### src/rtl/bcp_eng_sched.sv
// Round-robin dispatch of buffered nodes to NUM_ENG BCP engines, with conflict stop and end-of-solve halt.
// Define SCHED_STATS_EN to add saturating issue/stall counters (stat_issued, stat_stall).
module bcp_eng_sched #(
    parameter int NUM_ENG    = 4,
    parameter int NODE_W     = 32,
    parameter int FIFO_DEPTH = 8
) (
    input  logic               clk,
    input  logic               rst,
    input  logic [NODE_W-1:0]  node_in,
    input  logic               node_in_valid,
    input  logic               node_in_last,
    output logic               node_in_ready,
    output logic [NODE_W-1:0]  eng_node,
    output logic [NUM_ENG-1:0] eng_valid,
    input  logic [NUM_ENG-1:0] eng_ready,
    input  logic [NUM_ENG-1:0] eng_done,
    input  logic [NUM_ENG-1:0] eng_conflict,
    output logic               change_eng,
    output logic               conflict,
    output logic               halt,
    input  logic               clear
`ifdef SCHED_STATS_EN
    ,
    output logic [31:0]        stat_issued,
    output logic [31:0]        stat_stall
`endif
);
    localparam int EW = $clog2(NUM_ENG);
    localparam int PW = $clog2(FIFO_DEPTH);
    localparam int CW = PW + 1;

    typedef enum logic [2:0] {S_IDLE, S_RUN, S_DRAIN, S_CONFLICT, S_DONE} state_t;
    state_t state, state_n;

    logic [NODE_W-1:0]  mem [FIFO_DEPTH];
    logic [PW-1:0]      wr_ptr, rd_ptr;
    logic [CW-1:0]      count;
    logic               full, empty;
    logic [NUM_ENG-1:0] busy;
    logic [NUM_ENG-1:0] issue_oh;
    logic [EW-1:0]      rr_ptr, last_eng, sel;
    logic               have_last, found, conflict_hit, flush, accept, push, issue, dispatching;

    assign full          = (count == CW'(FIFO_DEPTH));
    assign empty         = (count == '0);
    assign dispatching   = (state == S_RUN) || (state == S_DRAIN);
    assign node_in_ready = !full && ((state == S_IDLE) || (state == S_RUN));
    assign accept        = node_in_valid && node_in_ready;
    assign conflict_hit  = (|eng_conflict) && (state != S_DONE);
    // Anything that empties the queue also blocks the push and issue of the same cycle.
    assign flush         = clear || conflict_hit || (state == S_CONFLICT);
    assign push          = accept && !flush;

    // First ready, idle engine at or after rr_ptr, wrapping.
    always_comb begin
        found = 1'b0;
        sel   = rr_ptr;
        for (int i = 0; i < NUM_ENG; i++) begin
            if (!found && eng_ready[rr_ptr + EW'(i)] && !busy[rr_ptr + EW'(i)]) begin
                found = 1'b1;
                sel   = rr_ptr + EW'(i);
            end
        end
    end

    assign issue     = dispatching && !empty && found && !flush;
    assign issue_oh  = issue ? (NUM_ENG'(1) << sel) : '0;
    assign eng_valid = issue_oh;
    assign eng_node  = issue ? mem[rd_ptr] : '0;
    assign conflict  = (state == S_CONFLICT);
    assign halt      = (state == S_DONE);

    always_comb begin
        state_n = state;
        if (clear) begin
            state_n = S_IDLE;
        end else if (conflict_hit) begin
            state_n = S_CONFLICT;
        end else begin
            case (state)
                S_IDLE:  if (accept) state_n = node_in_last ? S_DRAIN : S_RUN;
                S_RUN:   if (accept && node_in_last) state_n = S_DRAIN;
                S_DRAIN: if (empty && (busy == '0)) state_n = S_DONE;
                default: ;
            endcase
        end
    end

    always_ff @(posedge clk) begin
        if (push) mem[wr_ptr] <= node_in;
    end

    always_ff @(posedge clk or posedge rst) begin
        if (rst) begin
            state      <= S_IDLE;
            wr_ptr     <= '0;
            rd_ptr     <= '0;
            count      <= '0;
            busy       <= '0;
            rr_ptr     <= '0;
            last_eng   <= '0;
            have_last  <= 1'b0;
            change_eng <= 1'b0;
        end else begin
            state <= state_n;
            if (flush) begin
                wr_ptr <= '0;
                rd_ptr <= '0;
                count  <= '0;
            end else begin
                if (push)  wr_ptr <= wr_ptr + PW'(1);
                if (issue) rd_ptr <= rd_ptr + PW'(1);
                count <= count + CW'(push) - CW'(issue);
            end
            if (clear) begin
                busy       <= '0;
                rr_ptr     <= '0;
                last_eng   <= '0;
                have_last  <= 1'b0;
                change_eng <= 1'b0;
            end else begin
                // A done and a new issue to the same engine leave it busy.
                busy       <= (busy & ~eng_done) | issue_oh;
                change_eng <= issue && have_last && (sel != last_eng);
                if (issue) begin
                    rr_ptr    <= sel + EW'(1);
                    last_eng  <= sel;
                    have_last <= 1'b1;
                end
            end
        end
    end

`ifdef SCHED_STATS_EN
    logic stall;
    assign stall = dispatching && !empty && !found;

    always_ff @(posedge clk or posedge rst) begin
        if (rst) begin
            stat_issued <= '0;
            stat_stall  <= '0;
        end else if (clear) begin
            stat_issued <= '0;
            stat_stall  <= '0;
        end else begin
            if (issue && (stat_issued != '1)) stat_issued <= stat_issued + 32'd1;
            if (stall && (stat_stall != '1))  stat_stall  <= stat_stall + 32'd1;
        end
    end
`endif
endmodule
### config.mk
export PLATFORM = sky130hd
export DESIGN_NAME = bcp_eng_sched
export DESIGN_NICKNAME = d
export VERILOG_FILES = /design/src/rtl/bcp_eng_sched.sv
export SDC_FILE = /design/constraint.sdc
export NUM_CORES = 1
export LEC_CHECK = 0
export ABC_AREA = 1
export CORE_ASPECT_RATIO = 1.2
export CORE_MARGIN = 3
export CORE_UTILIZATION = 30
export DETAILED_ROUTE_END_ITERATION = 12
export PLACE_DENSITY = 0.55
export SKIP_CTS_REPAIR_TIMING = 1
export SKIP_LAST_GASP = 1
export SYNTH_ARGS = -nofsm -noshare
export SYNTH_HDL_FRONTEND = slang
export SYNTH_SLANG_ARGS = --single-unit
### constraint.sdc
create_clock -name clk -period 4.6 [get_ports clk]
set_input_delay 0.92 -clock clk [delete_from_list [all_inputs] [get_ports clk]]
set_output_delay 0.92 -clock clk [all_outputs]
set_load 0.05 [all_outputs]
==> summary.md, run 1 <==
| Metric | Value |
|---|---|
| Fmax achieved | 251 MHz |
| Crit path largest cell delay | roughly 0.47 ns |
| Drt pass-1 iters | 4 |
| Remaining Overflow, GRT | 0 |
| DRC | 0 |
| IO Port Bufs | between 80 and 90 |
| Hold path cells | 2 |
| Nets@finish | around 1100 |
| MaxCap Viol Count | 0 |
| Pwr Density | roughly 370 mW/mm^2 |
| Final Wtd Congestion | around 0.76 |
| Crit path capture type | primary output |
| Startpoint type of the worst setup path | input pin |
| Mapped Cells | roughly 1000 |
| Hold Fails Final Rpt | 0 |
| VDD IR max | about 0.00019 V |
| R2r setup slk | 1.63 ns |
| Largest net degree at the start of global routing | 66 |
| FF-to-FF path depth | 15 |
| Number of global-route vias before repair | ~7600 |
| Worst Clk Skew | between 0.01 and 0.015 ns |
| ANT cells | 0 |
| Sequential-to-total area share from yosys stat | approximately 70% |
| Combined area of the multi-input logic cells | 0.00315 sq mm |
| Total GRT Usage | between 10% and 20% |
| EDFF count, synth | 256 |
| DRT iter0 DRCs | approximately 480 |
| Worst Tran Pin Value | between 0.9 and 1 ns |
| Share of cells above drive strength 1 | approximately an eighth |
| Switching Fraction | 19.2% |
| Max clock buf depth | 3 |
| Fin util | approximately 37% |
| Antenna violations before repair | 2 |
| Die area | roughly 0.042 sq mm |
| CTS tree | done |
| Register area | 0.00827 sq mm |
| Yosys top cell area share | 65.4% |
| Hold WS | between 0.4 and 0.5 ns |
| Core Box Area | 0.0383 sq mm |
| Avg Cell Area, Syn | between 10 and 15 sq um |
| Filler cells | 3716 |
| Clock power frac | about 44% |
| Hold endpoint | have_last$_DFFE_PP0P_ |
| Final setup viols | 0 |
| Post-synthesis net count | ~1000 |
| Via count | between 7000 and 8000 |
| CP cell instances | clkdlybuf4s50_1 > nand2_1 > nand2_1 > nand2_1 > o21ai_0 > inv_1 > nand3_2 > nand3_2 > nand2_4 > nor2_8 > inv_6 > nor2_1 > buf_12 |
| Psw | 0.995 mW |
| TritonCTS Buffers | 28 |
| Area leader, netlist | edfxtp_1 |
| Area growth, synth to finish | 20.7% |
| Hpwl dp | around 15000 um |
| Period Utilization, post-route | slightly below 90% |
| Comb pwr share | around 2.3% |
| Final Cell Area | about 0.014 sq mm |
| Slowest-stage cell, CP | clkdlybuf4s50_1 |
| Chip height | around 220 um |
| Fin. max-slew vios | 0 |
| Clock Latency Late Sink | around 0.54 ns |
| Maximum fanout along the worst path | 40 |
| Starting density of the core | about 31% |
| Top cells by area, synth | edfxtp_1 (65%), nand2_1 (5.9%), nor2_1 (5.4%) |
| Worst Path Arrival | 3.06 ns |
| Tot Pwr | a little over 5 mW |
| Pleak | 5.06 nW |
| Status | complete, no violations |
| Critical R2R Launch | rr_ptr[0]$_DFFE_PP0P_ |
| WS Path Type | input pin to primary output |
| Clk root buf | clkbuf_16 |
| Vias/cell | roughly 4.7 |
| FF+latch count, synth | 279 |
| Unique masters post-synth | 38 |
| Antenna-violating nets left | 0 |
| Post-synth ARST share | 8.24% |
| Post-synth top flop | edfxtp_1 |
| Worst endpoint required time | around 3.7 ns |
| Cell with the most instances after synthesis | edfxtp_1 |
| Setup TNS | 0 ns |
| Minimum clock period | between 3 and 4 ns |
| Routed WL per cell | between 15 and 20 um |
| Htree depth | 1 |
| Worst r2r dst | count[2]$_DFF_PP0_ |
| First-pass GRT wire length | between 40000 and 50000 um |
| Commonest cells post-synth | edfxtp_1 (256), nand2_1 (184), nor2_1 (170) |
| Seq pwr share | 53.5% |
| RSZ-0062 raised after global routing | no |
| Placed instance area | about 0.013 sq mm |
| Max-slew headroom | roughly two fifths |
| Worst min path class | register to register |
| Pint | 4.19 mW |
| HP Start | have_last$_DFFE_PP0P_ |
| Mapped cell area | 0.0117 sq mm |
| DIE WIDTH | 187 um |
| Clock Pin Slew Worst Setup and Hold Paths | around 0.070 ns |
| Routed WL | between 20000 and 30000 um |
| Crit path top cell by count | nand2_1 |
| Row cnt | 78 |
| Clock Sink Count | 279 |
| Io pins | 89 |
| Yosys Warn Count | 0 |
==> cell usage in the layout, fill, tap and decap left out, types with 5 or more instances in the layout <==
cell type / n
o21ai_0: 8
clkdlybuf4s50_1: 52
clkbuf_16: 29
inv_1: 31
edfxtp_1: 256
nand2_1: 184
dfrtp_1: 21
nand3_1: 21
nor3_1: 33
o32ai_1: 32
buf_12: 6
inv_2: 5
o31ai_1: 33
buf_4: 50
nand2_2: 5
ha_1: 12
a21oi_1: 75
nor2_1: 170
clkinv_1: 11
==> sequential cells by signal, summed over array words and instances (netlist names) <==
signal,flops
count,4
have_last,1
rr_ptr,2
last_eng,2
change_eng,1
wr_ptr,3
rd_ptr,3
state,3
mem,256
busy,4
==> power by group through the flow <==
stage	clock, mW	sequential (mW)	combinational (mW)
2_1_floorplan	0	2.83	0.0402
3_3_place_gp	0	2.82	0.117
3_5_place_dp	0	2.82	0.120
4_1_cts	2.35	2.77	0.121
5_1_grt	2.46	2.77	0.133
6_report	2.29	2.77	0.120
==> logic make-up (layout without fill, tap and decap cells) <==
group,after synthesis,after routing,synth area share (%)
DFF,279,279,70.3
and+or+nand+nor,443,443,16.1
AOI/OAI and AO/OA,154,154,8.56
xor gates and xnor gates,2,2,0.149
buffers and inverters,94,200,3.42
adders and majority gates,13,13,1.45
==> area by class of cell <==
type,instances,area share [%]
inverter,40,1.13
clock buffer,31,5.17
clock inverter,21,1.47
multi-input combinational,612,22.2
tap,520,4.59
sequential,279,58.3
timing repair buffer,108,7.16
==> per-stage QoR <==
step,cells,setup slack (ns)
floorplan,985,-0.744
global route,1611,0.390
finish,1611,0.616
detailed placement,1559,0.588
global placement,1559,0.617
CTS,1611,0.580
==> critical path, delay by kind of cell <==
family	cells	cell delay [ns]
AND/OR/NAND/NOR	8	0.78
buffers and inverters	4	1.08
AO/OA/AOI/OAI	1	0.26
==> worst max-delay path by stage <==
stage                       start  cells after the start  slack [ns]                  end
2_1_floorplan  count[2]$_DFF_PP0_                      8       -0.74  mem[0][0]$_DFFE_PP_
3_3_place_gp         eng_ready[0]                     13        0.62         eng_node[31]
3_5_place_dp      eng_conflict[0]                     10        0.59         eng_node[31]
4_1_cts              eng_ready[0]                     13        0.58         eng_node[31]
5_1_grt              eng_ready[1]                     13        0.39          eng_node[1]
6_report             eng_ready[0]                     13        0.62         eng_node[31]
==> per-layer routing <==
metal,up-vias,global-route usage [%],part of all wire (%)
met1,3667,16.7,44
met5,-,0,0.088
met2,149,22.6,49
met4,4,3.68,1.9
met3,40,2.45,4.6
li1,3671,-,-
Power figures use the tool's default switching activity.
==> run 2: changes to the inputs <==
clock period = 4.62 ns   (was 4.6 ns; I/O delays follow)
==> summary.md, run 2 (synthesis results as in run 1) <==
| Metric | Value |
|---|---|
| Status | complete, no violations |
| Minimum clock period | a little over 4 ns |
| Final Cell Area | roughly 0.014 sq mm |
| Filler cells | approximately 3700 |
| Vias/cell | around 4.7 |
| GR Layer Usage met1 | ~17% |
| M2 GR Usage | 22.2% |
| MaxCap Viol Count | 0 |
| Period Utilization, post-route | between 80% and 90% |
| First-pass GRT wire length | between 40000 and 50000 um |
| R2r setup slk | 1.65 ns |
| Register area | 0.00827 sq mm |
| Worst min path class | register to register |
| Placed instance area | ~0.013 sq mm |
| Met3 Track Usage GR | under 10% |
| CTS tree | done |
| Hold path cells | 2 |
| Gr busiest metal | met2 |
| Commonest non-fill, non-tap cell in the layout | edfxtp_1 |
| Worst Clk Skew | about 0.02 ns |
| Final Wtd Congestion | around 0.77 |
| IO Port Bufs | between 80 and 90 |
| Hold Fails Final Rpt | 0 |
| Startpoint type of the worst setup path | register |
| Antenna violations before repair | 3 |
| Hpwl dp | 15100 um |
| Clock Sink Count | between 200 and 300 |
| Pwr Density | approximately 360 mW/mm^2 |
| Fmax achieved | about 240 MHz |
| Routed WL | between 20000 and 30000 um |
| Combined area of the multi-input logic cells | around 0.0031 sq mm |
| Top reg by flops | mem |
| Final setup viols | 0 |
| WS Path Type | register to primary output |
| Row cnt | 78 |
| Max-slew headroom | between 30% and 40% |
| DRC | 0 |
| Chip height | approximately 220 um |
| Crit path capture type | primary output |
| Area growth, synth to finish | 20.1% |
| DRT iter0 DRCs | 613 |
| Largest net degree at the start of global routing | 66 |
| Max reg flops | 256 |
| Biggest regs | mem x256, busy x4, count x4 |
| Io pins | just under 90 |
| Htree depth | 1 |
| Share of cells above drive strength 1 | between 10% and 20% |
| Maximum fanout along the worst path | 54 |
| RSZ-0062 raised after global routing | no |
| Worst r2r dst | count[2]$_DFF_PP0_ |
| Worst Tran Pin Value | around 0.93 ns |
| Worst endpoint required time | between 3 and 4 ns |
| Clock Pin Slew Worst Setup and Hold Paths | about 0.060 ns |
| Worst Path Arrival | approximately 3.2 ns |
| Via count | 7628 |
| Fin. max-slew vios | 0 |
| FF-to-FF path depth | 15 |
| Routed WL per cell | ~17 um |
| Nets@finish | about 1100 |
| Tot Pwr | around 5.1 mW |
| Critical R2R Launch | rr_ptr[0]$_DFFE_PP0P_ |
| HP Start | have_last$_DFFE_PP0P_ |
| VDD IR max | about 0.00027 V |
| Drt pass-1 iters | 5 |
| Antenna-violating nets left | 0 |
| Remaining Overflow, GRT | 0 |
| Die area | just over 0.04 sq mm |
| TritonCTS Buffers | 29 |
| Number of global-route vias before repair | 7565 |
| Max clock buf depth | 3 |
| DIE WIDTH | about 190 um |
| Clock Latency Late Sink | about 0.55 ns |
| Total GRT Usage | ~13% |
| Clk root buf | clkbuf_16 |
| Hold endpoint | have_last$_DFFE_PP0P_ |
| Starting density of the core | a little under a third |
| Most frequent cells in the layout | edfxtp_1 (256), nand2_1 (184), nor2_1 (170) |
| Pleak | between 5 and 6 nW |
| Core Box Area | ~0.038 sq mm |
-- run 2: cell count changes in the layout (fill, tap and decap cells not counted), moves of 2 or more --
cell	before	now
buf_12	6	4
bufinv_16	4	2
clkinv_1	11	8
inv_6	1	3
buf_4	50	52
clkbuf_1	2	5
-- run 2: layer usage --
layer | wire length (um) | vias to the layer above
li1 | - | 3665
met1 | 12100 | 3746
met2 | 13300 | 168
met3 | 1440 | 45
met4 | 591 | 4
met5 | 27 | -
-- run 2: cell type report --
type                    count  area share, %
well taps                 520           4.61
repair buffers            108           7.02
multi-input cells         612           22.3
clock inverters            18           1.05
diodes                      1         0.0177
flip-flops and latches    279           58.6
inverters                  40           1.13
clock buffers              34           5.28
-- run 2: worst max-delay path, stage by stage (launching register included) --
cell and delay [ns]:
dfrtp_4 0.86, inv_4 0.42, buf_12 0.32, nand2_1 0.08, a21oi_1 0.06, o32ai_1 0.53
nor2_1 0.10, buf_4 0.21
-- run 2: per-stage QoR --
stage,hold slack (ns),std cells,util [%],setup slack [ns],setup TNS [ns]
final,0.491,1612,36.9,0.518,0
after global routing,0.527,1612,36.9,0.340,0
after CTS,0.489,1611,36.9,0.418,0
after detailed placement,0.473,1559,34.5,0.629,0
after global placement,0.468,1559,34.5,0.643,0
after floorplan,0.450,985,-,-0.724,-92.65
-- run 2: worst max path at each step --
stage,startpoint,to,slack [ns],cells past startpoint
3_3_place_gp,eng_ready[0],eng_node[22],0.64,13
6_report,rd_ptr[0]$_DFFE_PP0P_,eng_node[13],0.52,7
3_5_place_dp,eng_conflict[0],eng_node[27],0.63,10
4_1_cts,rd_ptr[0]$_DFFE_PP0P_,eng_node[13],0.42,7
5_1_grt,rd_ptr[0]$_DFFE_PP0P_,eng_node[13],0.34,7
2_1_floorplan,count[2]$_DFF_PP0_,mem[0][0]$_DFFE_PP_,-0.72,8
-- run 2: report_power, final --
group	internal, mW	switching (mW)	total (mW)
Combinational	0.0501	0.0682	0.118
Clock	1.26	0.927	2.19
Sequential	2.76	0.00126	2.76
==> RTL edit: new RTL, config.mk and constraints of run 1 <==
Compare `count` against `CW'(FIFO_DEPTH)` with >= in place of ==.
--- a/src/rtl/bcp_eng_sched.sv
+++ b/src/rtl/bcp_eng_sched.sv
@@ -44,3 +44,3 @@
 
-    assign full          = (count == CW'(FIFO_DEPTH));
+    assign full          = (count >= CW'(FIFO_DEPTH));
     assign empty         = (count == '0);
Function: same outputs for any inputs over 4 cycles, from zero or initial values and one cycle with rst high; that may be too few to reach the edited logic, so the function may still have changed.
==> RTL edit against run 1 <==
- sequential cell count unchanged
- cell area increased by 3.0%
- register-to-register slack got worse by 0.27 ns
- global-route usage increased by 0.35 points
- worst setup slack got worse by 0.0098 ns
- via count increased by 1.9%
- critical path depth decreased by 5
- sequential share of layout area decreased by 1.7 points
- wire length increased by 4.1%
- worst hold slack improved by 0.051 ns
- total power decreased by 0.24%
- synthesized area increased by 0.55%
- critical path type unchanged
- critical endpoint is now eng_node[10]
==> RTL edit: results (changes against run 1) <==
Clocking
  • CTS Buf Count: 30 (+7.1%)
  • H-tree Lvls: 1 (unchanged)

Placed design
  • Final RePlAce weighted congestion: 0.8085 (+5.9%)
  • Hpwl dp: 15.25 mm (+1.4%)

Global route
  • Pin count of the biggest net entering global routing: 130 (+97%)
  • First-pass GRT wire length: 44.45 mm (+2.9%)
  • Vias in the first global route: 7841 (+3.0%)
  • Initial antenna violation count: 1 (-1)

Status
  • Status: complete, no violations

Finish
  • Layout cell share with drive strength beyond 1: 0.1494 (+0.02200)
  • Top flop regs: mem (256), busy (4), count (4)
  • Nets: 1130 (-0.088%)

Drt
  • DR iter-0 viols: 490 (+2.5%)
  • WL final: 28.35 mm (+4.1%)
  • Drt pass-1 iters: 5 (+1)
  • Routed vias: 7672 (+1.9%)

Synth
  • Synth Area in XOR/XNOR: 0.001483 (-0.000008215)
  • Adder-cell area share of the yosys netlist: 0.01441 (-0.00007980)
  • Syn_nets: 1047 (unchanged)
  • Post-synthesis sequential area ratio: 0.6996 (-0.003875)
  • Synth area leaders: edfxtp_1 65%, nand2_1 6.0%, dfrtp_1 4.9%
  • Synth Area in Compound Gates: 0.08496 (-0.0006836)
  • Commonest cells post-synth: 256 x edfxtp_1, 189 x nand2_1, 136 x nor2_1
  • Unique masters post-synth: 36 (-5.3%)

Timing
  • Slew @ Worst Pin: 0.9378 ns (+0.02574 ns)
  • Clk_skew: 0.008063 ns (-0.004012 ns)

Pwr
  • Leak: 0.005167 µW (+2.1%)
  • Worst vdd ir: 0.2336 mV (+22%)

Setup path
  • CP max stage cell: o41ai_4
  • Critical path arrival: 3.07 ns (about the same)
[RTL edit: cell type report]
type	instances	area (µm²)
Tap cell	526	658.1
Clock inverter	9	70.07
Fill cell	3703	24240
Timing Repair Buffer	105	1431
Clock buffer	46	862.1
Multi-Input combinational cell	609	3146
Sequential cell	279	8268
Antenna cell	2	5.005
Inverter	43	168.9
[RTL edit: final timing paths]
check	start	endpoint	slack, ns
worst max-delay path	eng_conflict[1]	eng_node[10]	0.61
min in group asynchronous	rst	busy[0]$_DFF_PP0_	0.91
worst max register to register	rr_ptr[0]$_DFFE_PP0P_	count[2]$_DFF_PP0_	1.36
max in group asynchronous	rst	rd_ptr[0]$_DFFE_PP0P_	3.02
worst min register to register	have_last$_DFFE_PP0P_	have_last$_DFFE_PP0P_	0.54
worst min-delay path	have_last$_DFFE_PP0P_	have_last$_DFFE_PP0P_	0.54
[RTL edit: power breakdown]
group	internal, µW	total (µW)	leakage [µW]	switching (µW)
Clock	1340	2280	0.000457	943
Combinational	49.5	119	0.00210	69.0
Sequential	2770	2770	0.00261	1.10
[RTL edit: kinds of logic after synthesis]
group | Yosys count
AO/OA/AOI/OAI | 153
XOR/XNOR | 2
adder cells (fa/ha/maj) | 13
buffers and inverters | 97
flip-flops | 279
AND/OR/NAND/NOR | 441
[RTL edit: per-stage QoR]
stage / setup WS [ns] / instance area (µm²) / util / power, µW / instances
global placement: 0.6420 / 13670 / 0.3520 / 2940 / 1562
floorplan: 0.05562 / 11810 / - / 2863 / 985
global route: 0.4803 / 14610 / 0.3760 / 5338 / 1618
CTS: 0.6108 / 14600 / 0.3759 / 5227 / 1617
finish: 0.6062 / 14610 / 0.3761 / 5172 / 1619
detailed placement: 0.6158 / 13670 / 0.3520 / 2943 / 1562
[RTL edit: per-layer routing]
layer,share of wire,track usage
met4,0.019,0.03537
met1,0.43,0.1749
met5,0,0
met3,0.049,0.01776
met2,0.50,0.2339
[RTL edit: worst min-delay path: stages, from the launching register on]
cell and delay (ns):
dfrtp_1 0.36, inv_1 0.06, o21ai_0 0.07
